[src/rtl/decoder_3to8.sv]
`default_nettype none
// ============================================================================
// Module   : decoder_3to8
// Purpose  : Registered 3-to-8 one-hot decoder with enable and selectable
//            output polarity. Define DECODER38_COMB_BYPASS_EN for a purely
//            combinational, zero-latency build.
// Revision : 1.0 - initial release
// ============================================================================
module decoder_3to8 #(
    parameter bit OUT_ACTIVE_LOW = 1'b0
) (
    input  logic clk,
    input  logic rst,
    input  logic en,
    input  logic a,
    input  logic b,
    input  logic c,
    output logic y0,
    output logic y1,
    output logic y2,
    output logic y3,
    output logic y4,
    output logic y5,
    output logic y6,
    output logic y7
);

    logic [2:0] w_sel;
    logic [7:0] w_hot;
    logic [7:0] w_act;
    logic [7:0] w_y;

    assign w_sel = {a, b, c};

    always_comb begin
        w_hot = '0;
        if (en) begin
            w_hot[w_sel] = 1'b1;
        end
    end

`ifdef DECODER38_COMB_BYPASS_EN
    // Port kept only so both builds share one interface.
    logic w_unused_clk;
    assign w_unused_clk = clk;

    assign w_act = rst ? '0 : w_hot;
`else
    logic [7:0] r_hot;

    always_ff @(posedge clk) begin
        if (rst) begin
            r_hot <= '0;
        end else begin
            r_hot <= w_hot;
        end
    end

    assign w_act = r_hot;
`endif

    generate
        if (OUT_ACTIVE_LOW) begin : g_active_low
            assign w_y = ~w_act;
        end else begin : g_active_high
            assign w_y = w_act;
        end
    endgenerate

    assign {y7, y6, y5, y4, y3, y2, y1, y0} = w_y;

endmodule
`default_nettype wire

[config.mk]
export PLATFORM = sky130hd
export DESIGN_NAME = decoder_3to8
export DESIGN_NICKNAME = d
export VERILOG_FILES = /design/src/rtl/decoder_3to8.sv
export SDC_FILE = /design/constraint.sdc
export NUM_CORES = 1
export LEC_CHECK = 0
export CAP_MARGIN = 10
export CORE_AREA = 3 3 40 42
export DETAILED_ROUTE_END_ITERATION = 16
export DIE_AREA = 0 0 43 45
export GPL_TIMING_DRIVEN = 0
export SLEW_MARGIN = 25
export SYNTH_ARGS = -nofsm -noshare
export SYNTH_HDL_FRONTEND = slang
export SYNTH_SLANG_ARGS = --single-unit
[constraint.sdc]
create_clock -name clk -period 1.5 [get_ports clk]
set_clock_uncertainty 0.1 [all_clocks]
set_input_delay 0.3 -clock clk [delete_from_list [all_inputs] [get_ports clk]]
set_output_delay 0.3 -clock clk [all_outputs]
set_load 0.005 [all_outputs]
[Word level (Yosys, flattened, before mapping)]
Index checks and enable logic that the tools add are counted.
Cells by class
  magnitude comparators: 2
  multiplexer cells: 2
  bitwise operators: 1
  reductions and logical operators: 2
Operators with widths (count)
  less-than comparator 3 x 4 -> 1 bit, second input constant: 1
  demux 1 bit (select 3 bit): 1
  >= comparator 3 x 1 -> 1 bit, second input constant: 1
  OR reduction 2 bit: 1
  logical AND 1 bit: 1
  2-to-1 mux 1 bit: 1
  NOT 1 bit: 1
Word-level totals
  logic and storage cells: 8
  register bits: 8
  output and inout port bits: 8
  bits of input ports: 6

[Logic depth before layout (Yosys ltp)]
Gate-level depths: netlist of run 1.
  word-level depth: 4
  mapped depth: 2
  depth with buffers taken out: 2

[Worst setup path after synthesis of run 1]
No wires, ideal clock.
  path kind: input port to flip-flop
  start: input a
  end: register r_hot[0]
  data required time: 1.327 ns
  cell stages on the path: 2
  slack: 0.543 ns
  arrival: 0.784 ns
  setup time: 0.073 ns
  path buffers: 0
  cells stage by stage: or3b_4 nor3_2
Between the ends
  word-level cells in the longest chain between the ends: 4
  elaborated cells on any way between the ends: 5
  classes of those cells: order compare (2); mux (2); reduce/logical (1)
Ends and longest elaborated chain
  from (decl): line 15  | input logic a,
  less-than comparator 3 x 4 -> 1 bit (implied by the code) / >= comparator 3 x 1 -> 1 bit (equally long branches): line 38  | w_hot[w_sel] = 1'b1;
  logical AND 1 bit (implied by the code): line 38
  2-to-1 mux 1 bit (implied by the code): line 38
  demux 1 bit (select 3 bit) (*): line 38
  to (signal assigned): line 55  | r_hot <= w_hot;
  to (decl): line 49  | logic [7:0] r_hot;
Mark *: on every way between the ends. The rest lies on a longest branch, timed or not.
A chain may end at the register's enable or synchronous reset.

[Worst setup path after layout of run 1]
  start: register r_hot[3]
  end: output y3
RTL lines
  to (decl): line 21  | output logic y3,
No word-level cell between the ends.

==> results.toml, run 1 <==
[logic_synthesis]
yosysWarningCount = 0
yosys_register_bits = 8
yosysTopAreaCell = "dfxtp_1"
syn-cell-area_um2 = 232.7
synth_cells = 21
synth_area_leaders = "dfxtp_1 69%, nor2_1 9.7%, nand2b_1 5.4%"
yosysSeqAreaShare_pct = 68.82
yosysUniqueCellTypes = 8
synth_nets = 27
yosysTopAreaCellShare_pct = 68.82
postSynthAreaPerCell_um2 = 11.08

[clocking]
cts_resized = 0
cts_tree = "yes"
htreeDepth = 1
clkTransAtPathRegs_ns = 0.05
holdBufCountCts = 0
cts_buffers = 3
cts_setup_buffers = 0
clk_path_buf_depth = 2
cts-root-buf = "clkbuf_4"
cts_num_sinks = 8

[critical_path]
endpoint_kind = "output port"
startpoint = "r_hot[3]"
path_buf_inv = 1
crit_family = "buffers and inverters"
criticalPathCategory = "reg2out"
path_depth = 1
crit_arrival_ns = 1.06
critPathSlowestCell = "clkdlybuf4s50_1"
cp.required_ns = 1.10
critPathCapture = "y3"
critPathMaxStageDelay_ns = 0.51
cp-start-kind = "flop"
crit_fanout = 1
worstPathCellList = "clkdlybuf4s50_1"

[pwr]
leakagePower_nw = 0.1475
sw_frac_of_total_pct = 18.65
p_clk_share_pct = 37.9
vdd_drop_max_v = 0.0003557
pwr-share-comb_pct = 8.5
power_density_nw_per_um2 = 1002
p_switching_mw = 0.07554
seqPwrFrac_pct = 53.6
intPower_mw = 0.3296

[finish]
finalNonFillerCells = 52
regMostFlops = "r_hot"
multi_input_area_um2 = 72.57
drive_gt1_share_pct = 13.51
final_cell_mix = "13 x clkdlybuf4s50_1, 8 x dfxtp_1, 6 x nor2_1"
final_nets = 45
fillers = 145
reg_top3 = "r_hot: 8 flops"
area.growth.synth_to_final_pct = 73.66
seq_area_um2 = 160.2
final_common_cell = "clkdlybuf4s50_1"
largest_reg_flops = 8
antennaDiodeCount = 0

[sta]
setup_tns_ns = 0
timing.slew.headroom_pct = 87.45
finalCritPeriodShare_pct = 97.36
hold_viol_final = 0
setup_violations = 0
report.final.slew_viol_count = 0
timing.fmax_ghz = 0.6847
tightest_slew_ns = 0.1876
fin_crit_ns = 1.460
rsz0062_at_grt = "no"

[global_route]
grt_pass1_vias = 174
gr-usage-all-layers_pct = 5.439
grt_pass1_wl_um = 648
grt_max_degree = 6
grt_remaining_overflow = 0
antenna_found_initial = 0

[floorplanning]
initial_core_util_pct = 18.11
core_um2 = 1285
num_rows = 13
design.die.area_um2 = 1935
num_io_pins = 14
dieHeight_um = 45
dieWidth_um = 43

[hold_path]
hp-start = "en"
min_path_cells = 3
hold_class = "in2reg"

[detailed_routing]
drc = 0
ant_nets = 0
wl_per_cell_um = 8.000
via_per_inst = 3.673
initialDrtViolationCount = 6
vias = 191
drtPass1Iterations = 4
drt_wl_total_um = 416

[placement]
port_buffers = 13
placedCellCount = 49
gp_congestion = 0.6695
hpwlAfterDp_um = 332.7

[outcome]
status = "finished, final reports clean"

[run]
drv_cap = 0
[through the flow]
stage | cell area [um2] | setup WS [ns] | utilization (%) | power, mW | hold WS (ns)
3_3_place_gp | 381.6 | 0.05038 | 29.70 | 0.2558 | 0.8701
6_report | 404.1 | 0.03961 | 31.45 | 0.4051 | 0.6235
5_1_grt | 404.1 | 0.007291 | 31.45 | 0.4306 | 0.6312
2_1_floorplan | 232.7 | 0.5429 | - | 0.2314 | 0.2690
4_1_cts | 404.1 | 0.03621 | 31.45 | 0.4164 | 0.6120
3_5_place_dp | 381.6 | 0.03525 | 29.70 | 0.2561 | 0.8766
[routing by layer]
| metal | wire length, um | vias up | global-route usage [%] |
|---|---|---|---|
| li1 | - | 102 | - |
| met1 | 182 | 79 | 4.645 |
| met2 | 184 | 10 | 6.587 |
| met3 | 49 | 0 | 4.781 |
| met4 | 0 | 0 | 7.229 |
| met5 | 0 | - | 0 |
[power by group through the flow]
stage                     registers [mW]  clock network [mW]  logic, mW
after floorplan                    0.222                   0    0.00924
after global placement             0.222                   0     0.0341
after detailed placement           0.222                   0     0.0345
after CTS                          0.217               0.165     0.0345
after global routing               0.217               0.176     0.0372
final                              0.217               0.154     0.0343
[cell usage after synthesis]
cell type / count
nand2b_1: 2
nand3b_1: 1
nor2_1: 6
nor3_1: 1
dfxtp_1: 8
nor3_2: 1
nand2_1: 1
or3b_4: 1
[logic make-up after synthesis]
kind of cell	share of synthesized area, %
flops	68.82
simple gates	31.18
[layout make-up]
cell class	count	share of cell area [%]
flip-flops and latches	8	39.63
repair buffers	13	32.20
well taps	15	4.644
clock buffers	3	5.573
multi-input cells	13	17.96
[worst min-delay path by stage]
stage | to
after detailed placement | r_hot[0]
after CTS | r_hot[0]
final | r_hot[6]
after global placement | r_hot[0]
after floorplan | r_hot[0]
after global routing | r_hot[0]
No activity file was read; power rests on OpenSTA's default activity.
==> run 2: changes to the inputs <==
Clock period 1.5 ns to 1.4 ns, I/O delays scaled along.
==> results.toml, run 2 (synthesis gave the netlist of run 1 again) <==
[outcome]
status = "finished, final reports clean"

[finish]
largest_reg_flops = 8
area.growth.synth_to_final_pct = 69.35
final_nets = 45
final_cell_mix = "8 x dlygate4sd2_1, 8 x dfxtp_1, 6 x nor2_1"
reg_top3 = "r_hot: 8 flops"
drive_gt1_share_pct = 13.51
antennaDiodeCount = 0
finalNonFillerCells = 52
regMostFlops = "r_hot"

[critical_path]
criticalPathCategory = "in2reg"
cp.required_ns = 1.47
crit_family = "simple AND/OR/NAND/NOR gates"
crit_fanout = 4
critPathSlowestCell = "clkdlybuf4s50_1"
endpoint_kind = "flop"
worstPathCellList = "clkdlybuf4s50_1, or3b_4, nor3_2"
crit_arrival_ns = 1.26
critPathMaxStageDelay_ns = 0.47
path_buf_inv = 1
cp-start-kind = "primary input"

[clocking]
cts-root-buf = "clkbuf_4"
cts_tree = "yes"
cts_setup_buffers = 0
cts_num_sinks = 8
clkTransAtPathRegs_ns = 0.05
cts_buffers = 3
htreeDepth = 1
clk_path_buf_depth = 2
holdBufCountCts = 0

[sta]
report.final.slew_viol_count = 0
finalCritPeriodShare_pct = 84.96
tightest_slew_ns = 0.1866
rsz0062_at_grt = "no"
hold_ws_ns = 0.6035
hold_viol_final = 0
setup_violations = 0
timing.slew.headroom_pct = 87.52
fin_crit_ns = 1.189
timing.fmax_ghz = 0.8407

[floorplanning]
num_io_pins = 14
num_rows = 13
initial_core_util_pct = 18.11
design.die.area_um2 = 1935
dieHeight_um = 45
core_um2 = 1285
dieWidth_um = 43

[detailed_routing]
wl_per_cell_um = 8.019
initialDrtViolationCount = 4
via_per_inst = 3.712
drtPass1Iterations = 4
ant_nets = 0
drt_wl_total_um = 417
drc = 0
vias = 193

[pwr]
p_switching_mw = 0.08065
power_density_nw_per_um2 = 1094
seqPwrFrac_pct = 54.0
pwr-share-comb_pct = 7.9
p_clk_share_pct = 38.1
power_mw = 0.4311
vdd_drop_max_v = 0.0003805
sw_frac_of_total_pct = 18.71
intPower_mw = 0.3505
leakagePower_nw = 0.1847

[placement]
placedCellCount = 49
gp_congestion = 0.6695
hpwlAfterDp_um = 332.7
port_buffers = 13

[global_route]
antenna_found_initial = 0
grt_remaining_overflow = 0
grt_max_degree = 6
gr-usage-all-layers_pct = 5.439
grt_pass1_vias = 174
grt_pass1_wl_um = 648

[run]
drv_cap = 0

[hold_path]
hold_class = "in2reg"
-- run 2: cell types whose count changed in the layout (fill, tap and decap cells not counted) --
cell | previous run | this run
dlygate4sd2_1 | 0 | 8
clkdlybuf4s50_1 | 13 | 5
-- run 2: path summary, 6_finish.rpt --
check,start,to,slack (ns),depth (start not counted)
setup / recovery,en,r_hot[0],0.21,3
hold / removal,en,r_hot[6],0.60,3
-- run 2: area by class of cell --
type                    count  area [um2]
clock buffers               3       22.52
multi-input cells          13       72.57
well taps                  15       18.77
repair buffers             13       120.1
flip-flops and latches      8       160.2
fillers                   139       890.9
-- run 2: power groups by stage --
stage	Sequential (mW)	Clock, mW	Combinational, mW
2_1_floorplan	0.238	0	0.00990
3_3_place_gp	0.237	0	0.0366
3_5_place_dp	0.237	0	0.0369
4_1_cts	0.232	0.177	0.0344
5_1_grt	0.233	0.189	0.0373
6_report	0.233	0.164	0.0341
-- run 2: tightest hold or removal path: stages --
cell and delay [ns]:
clkdlybuf4s50_1 0.41, nand3b_1 0.16, nor2_1 0.05
-- run 2: timing repair --
action	in CTS	in global routing
hold endpoints to repair	0	0
endpoints found under the setup margin	8	0
resized for setup	8	0
-- run 2: metrics by stage --
stage	TNS (ns)	setup WS, ns	instance area, um2	utilization, %
6_report	0	0.2106	394.1	30.67
5_1_grt	0	0.1824	394.1	30.67
4_1_cts	0	0.2138	394.1	30.67
3_5_place_dp	-0.1407	-0.04475	381.6	29.70
3_3_place_gp	-0.1037	-0.02962	381.6	29.70
2_1_floorplan	0	0.4629	232.7	-
-- run 2: routing by layer --
| metal | wire length [um] | up-vias | track usage, % |
|---|---|---|---|
| met1 | 184 | 81 | 4.645 |
| met4 | 0 | 0 | 7.229 |
| met5 | 0 | - | 0 |
| met2 | 181 | 10 | 6.587 |
| met3 | 51 | 0 | 4.781 |
| li1 | - | 102 | - |
